File: src/rtl/operand_entry_fsm.sv
// Operand-entry stage: synchronizes and debounces one button, then captures A, B and ctrl
// from the switches on successive presses. Optional long-press clear: define LONG_PRESS_CLEAR_EN.
module operand_entry_fsm #(
  parameter int unsigned WIDTH           = 3,
  parameter int unsigned DEBOUNCE_CYCLES = 1000000,
  parameter int unsigned LONG_CYCLES     = 50000000
) (
  input  logic             clk,
  input  logic             rst,
  input  logic [WIDTH-1:0] Sw,
  input  logic             Btn,
  output logic [WIDTH-1:0] A,
  output logic [WIDTH-1:0] B,
  output logic [WIDTH-1:0] ctrl,
  output logic             Valid,
  output logic [1:0]       Stage
);

  typedef enum logic [1:0] {
    S_A    = 2'b00,
    S_B    = 2'b01,
    S_OP   = 2'b10,
    S_SHOW = 2'b11
  } state_t;

  localparam int unsigned DB_W = $clog2(DEBOUNCE_CYCLES + 1);

  if (DEBOUNCE_CYCLES < 2 || LONG_CYCLES < 2) begin : g_param_check
    $error("operand_entry_fsm: DEBOUNCE_CYCLES and LONG_CYCLES must be at least 2");
  end

  logic             btn_s1_q, btn_s1_d, btn_s2_q, btn_s2_d;
  logic [WIDTH-1:0] sw_s1_q, sw_s1_d, sw_s2_q, sw_s2_d;
  logic             deb_q, deb_d, deb_prev_q, deb_prev_d;
  logic [DB_W-1:0]  db_cnt_q, db_cnt_d;
  state_t           state_q, state_d;
  logic [WIDTH-1:0] a_q, a_d, b_q, b_d, ctrl_q, ctrl_d;
  logic             valid_q, valid_d;
  logic             press;

`ifdef LONG_PRESS_CLEAR_EN
  localparam int unsigned HOLD_W = $clog2(LONG_CYCLES + 1);
  logic [HOLD_W-1:0] hold_cnt_q, hold_cnt_d;
`endif

  always_comb begin
    // NOTE: every _d gets a default first so no path leaves a latch behind.
    btn_s1_d   = Btn;
    btn_s2_d   = btn_s1_q;
    sw_s1_d    = Sw;
    sw_s2_d    = sw_s1_q;
    deb_d      = deb_q;
    db_cnt_d   = '0;
    deb_prev_d = deb_q;
    state_d    = state_q;
    a_d        = a_q;
    b_d        = b_q;
    ctrl_d     = ctrl_q;
    valid_d    = valid_q;

    if (btn_s2_q != deb_q) begin
      if (db_cnt_q == DB_W'(DEBOUNCE_CYCLES - 1)) begin
        deb_d = ~deb_q;
      end else begin
        db_cnt_d = db_cnt_q + DB_W'(1);
      end
    end

    // Pulse in the cycle after the debounced level rises; release is ignored.
    press = deb_q & ~deb_prev_q;

    if (press) begin
      unique case (state_q)
        S_A:    begin a_d = sw_s2_q; state_d = S_B; end
        S_B:    begin b_d = sw_s2_q; state_d = S_OP; end
        S_OP:   begin ctrl_d = sw_s2_q; valid_d = 1'b1; state_d = S_SHOW; end
        S_SHOW: begin valid_d = 1'b0; state_d = S_A; end
        default: state_d = S_A;
      endcase
    end

`ifdef LONG_PRESS_CLEAR_EN
    // Counter saturates at LONG_CYCLES, so the clear fires exactly once per hold.
    hold_cnt_d = '0;
    if (deb_q) begin
      hold_cnt_d = hold_cnt_q;
      if (hold_cnt_q != HOLD_W'(LONG_CYCLES)) hold_cnt_d = hold_cnt_q + HOLD_W'(1);
      if (hold_cnt_q == HOLD_W'(LONG_CYCLES - 1)) begin
        a_d     = '0;
        b_d     = '0;
        ctrl_d  = '0;
        valid_d = 1'b0;
        state_d = S_A;
      end
    end
`endif
  end

  always_ff @(posedge clk) begin
    // NOTE: sequential state uses non-blocking assignments only; reset wins over any press.
    if (rst) begin
      btn_s1_q   <= 1'b0;
      btn_s2_q   <= 1'b0;
      sw_s1_q    <= '0;
      sw_s2_q    <= '0;
      deb_q      <= 1'b0;
      deb_prev_q <= 1'b0;
      db_cnt_q   <= '0;
      state_q    <= S_A;
      a_q        <= '0;
      b_q        <= '0;
      ctrl_q     <= '0;
      valid_q    <= 1'b0;
`ifdef LONG_PRESS_CLEAR_EN
      hold_cnt_q <= '0;
`endif
    end else begin
      btn_s1_q   <= btn_s1_d;
      btn_s2_q   <= btn_s2_d;
      sw_s1_q    <= sw_s1_d;
      sw_s2_q    <= sw_s2_d;
      deb_q      <= deb_d;
      deb_prev_q <= deb_prev_d;
      db_cnt_q   <= db_cnt_d;
      state_q    <= state_d;
      a_q        <= a_d;
      b_q        <= b_d;
      ctrl_q     <= ctrl_d;
      valid_q    <= valid_d;
`ifdef LONG_PRESS_CLEAR_EN
      hold_cnt_q <= hold_cnt_d;
`endif
    end
  end

  assign A     = a_q;
  assign B     = b_q;
  assign ctrl  = ctrl_q;
  assign Valid = valid_q;
  assign Stage = state_q;

endmodule

File: config.mk
export PLATFORM = sky130hd
export DESIGN_NAME = operand_entry_fsm
export DESIGN_NICKNAME = d
export VERILOG_FILES = /design/src/rtl/operand_entry_fsm.sv
export SDC_FILE = /design/constraint.sdc
export NUM_CORES = 1
export LEC_CHECK = 0
export ABC_AREA = 1
export BUFFER_PORTS_ARGS = -buffer_cell sky130_fd_sc_hd__buf_2
export CAP_MARGIN = 0
export CELL_PAD_IN_SITES_DETAIL_PLACEMENT = 0
export CELL_PAD_IN_SITES_GLOBAL_PLACEMENT = 2
export CORE_ASPECT_RATIO = 0.8
export CORE_MARGIN = 3
export CORE_UTILIZATION = 36
export DETAILED_ROUTE_END_ITERATION = 8
export HOLD_SLACK_MARGIN = 0.15
export PLACE_DENSITY = 0.9
export SLEW_MARGIN = 20
export SYNTH_ARGS = -nofsm -noshare
export SYNTH_HDL_FRONTEND = slang
export SYNTH_SLANG_ARGS = --single-unit
export TNS_END_PERCENT = 30
File: constraint.sdc
create_clock -name clk -period 2.8 [get_ports clk]
set_clock_uncertainty 0.1 [all_clocks]
set_input_delay 0.56 -clock clk [delete_from_list [all_inputs] [get_ports clk]]
set_output_delay 0.56 -clock clk [all_outputs]
set_load 0.1 [all_outputs]
==> impl_metrics.csv <==
group,metric,value,unit
clocking,holdBufCountCts,0,
clocking,post-cts-setup-buffer-count,0,
timing,fmax,548,MHz
grt,grt_remaining_overflow,0,
synth,synth-main-ff-cell,"dfxtp_1",
layout,layout.nets,286,
setup_path,startpoint_type,"register",
drt,drc_errors,0,
synth,synth_edf_count,0,
synth,synth_cell_types,28,
clocking,cts_tree,"done",
synth,yosysTopAreaCell,"dfxtp_1",
layout,area_growth,13.8,%
timing,hold_slack,0.304,ns
placement,place_area,2080,um^2
timing,setup_viol,0,
setup_path,max_stage_delay,0.46,ns
layout,layout-drive-gt1-share,21.5,%
power,power,1.20,mW
setup_path,cp.required,2.14,ns
synth,synth_top_cells_by_area,"dfxtp_1, nand2_1, nand3_1",
synth,ys_seq_area_share,43.2,%
floorplanning,start_util,38.0,%
grt,antenna_found_initial,0,
placement,dp.cells,329,
placement,hpwl,2750,um
synth,async_flop_share,0,%
synth,netlist_instances,254,
timing,slew_headroom,67.2,%
status,status,"finished, final reports clean",
drt,wl_per_cell,11.0,um
setup_path,end_kind,"primary output",
power,p_per_area,541,nW/um^2
placement,port_buffers,17,
setup_path,cp_top_family,"buffers and inverters",
layout,diodes,0,
clocking,post_cts_resized,0,
layout,utilization,43.2,%
placement,pre_cts_slack,1.02,ns
synth,synth_warnings,0,
synth,syn_avg_cell_area,7.66,um^2
timing,setup_ws,0.976,ns
floorplanning,dieArea,6330,um^2
clocking,cts_root_buf,"clkbuf_8",
setup_path,cp_data_arrival_time,1.16,ns
timing,post-route-min-period,1.82,ns
synth,synth_area,1950,um^2
synth,ys_ff_latch,42,
floorplanning,die_y,71.8,um
floorplanning,ioPinCount,18,
floorplanning,core_area,5120,um^2
floorplanning,die_w,88.2,um
drt,drtIter0Drc,76,
power,vdd.ir_drop.worst,0.209,mV
layout,nFillCells,555,
timing,worst_slew_pin_slew,0.492,ns
setup_path,worstSetupPathType,"register to primary output",
synth,synth_top_area_share,43.2,%
placement,place.gp.congestion,0.773,
timing,grt_setup_unrepaired,"no",
min_path,hold_class,"register to register",
timing,fin_tns_setup,0,ns
floorplanning,rows,23,
clocking,clk_pin_slew,0.08,ns
drt,wl,3690,um
flow_run,drv_cap,0,
drt,drt-vias-per-instance,4.46,
power,p_leak,0.775,nW
drt,drt-pass1-iter-count,4,
drt,num_vias,1502,
setup_path,crit_slowest_cell,"buf_2",
drt,ant_nets,0,
setup_path,crit_fanout,4,
grt,grt_pass1_vias,1327,
clocking,cts.htree.levels,2,
clocking,cts_sinks,42,
layout,final_cell_area,2210,um^2
clocking,clk_latency,0.29,ns
grt,grt_usage,13.0,%
synth,synth_nets,266,
timing,slew_violations,0,
grt,grt_start_max_net_pins,22,
clocking,clk_path_buf_depth,2,
setup_path,cp_num_buf_inv,1,
timing,post-route-period-util,65.2,%
clocking,cts_made_buffers,5,
setup_path,crit_path_cell_trace,"buf_2",
layout,fin_cells,337,
timing,finalHoldViolations,0,
grt,grt_pass1_wl,6390,um
## Yosys cell counts (2+ instances only)
cell type,count
nand2_1,47
dfxtp_1,42
nor2_1,32
inv_1,26
nand3_1,24
a21oi_1,20
nor2_2,17
ha_1,6
nor2_4,4
xnor2_1,4
inv_2,3
nand3_2,3
nor3_1,3
xor2_1,3
clkbuf_1,2
nand2_2,2
nand2_4,2
nand4_1,2
or2_0,2
or2_2,2
## cells in the final DEF (no fill, tap or decap), drive strengths merged, types with 3 or more instances in the layout
| master | n |
|---|---|
| nand2 | 51 |
| a21oi | 21 |
| nor2 | 53 |
| clkbuf | 5 |
| inv | 29 |
| dfxtp | 42 |
| nand3 | 27 |
| xor2 | 3 |
| buf | 17 |
| nor3 | 3 |
| xnor2 | 4 |
| or2 | 4 |
| ha | 6 |
## power by group
group / internal (mW) / switching (mW) / leakage [nW]
Clock: 0.357 / 0.215 / 0.0683
Combinational: 0.00632 / 0.0126 / 0.367
Sequential: 0.602 / 0.00310 / 0.340
## per-layer routing
layer,track usage (%),share of wire (%),vias to the layer above
met5,0,0,-
met3,3.10,2.6,4
met1,19.9,58,633
met4,6.04,1.4,0
li1,-,-,850
met2,16.8,37,15
## final cells by class
class                   instances  area (um^2)  area share [%]
flip-flops and latches         42          841            38.0
well taps                      62         77.6            3.50
inverters                      29          109            4.92
multi-input cells             179          963            43.5
repair buffers                 17         85.1            3.84
clock buffers                   5         68.8            3.11
clock inverters                 3         68.8            3.11
## worst register-to-register path, delay by kind of cell, from the launching register on
kind,cells,cell delay (ns)
simple gates,5,0.78
flops,1,0.39
fa+ha+maj,1,0.21
## logic make-up (layout without fill, tap and decap cells)
family          count (synthesis)  after routing  share of synthesized area, %
fa+ha+maj                       6              6                          3.86
simple gates                  141            141                          35.6
flops                          42             42                          43.2
buf+inv                        33             54                          7.27
xor+xnor                        7              7                          3.15
compound gates                 25             25                          6.95
## sequential cells by signal, indices dropped and copies added, names as in the netlist, 2 cells and up
register,cells
Stage,2
A,3
ctrl,3
sw_s1_q,3
db_cnt_q,20
B,3
sw_s2_q,3
## final timing paths
check                                            start                endpoint  slack (ns)  depth (start not counted)
worst max-delay path             Stage[0]$_SDFFE_PP0P_                Stage[0]        0.98                          1
worst min-delay path               btn_s1_q$_SDFF_PP0_     btn_s2_q$_SDFF_PP0_        0.30                          2
worst max register to register  db_cnt_q[0]$_SDFF_PP0_  db_cnt_q[9]$_SDFF_PP0_        1.21                          6
worst min register to register     btn_s1_q$_SDFF_PP0_     btn_s2_q$_SDFF_PP0_        0.30                          2
No activity file was read; power rests on OpenSTA's default activity.
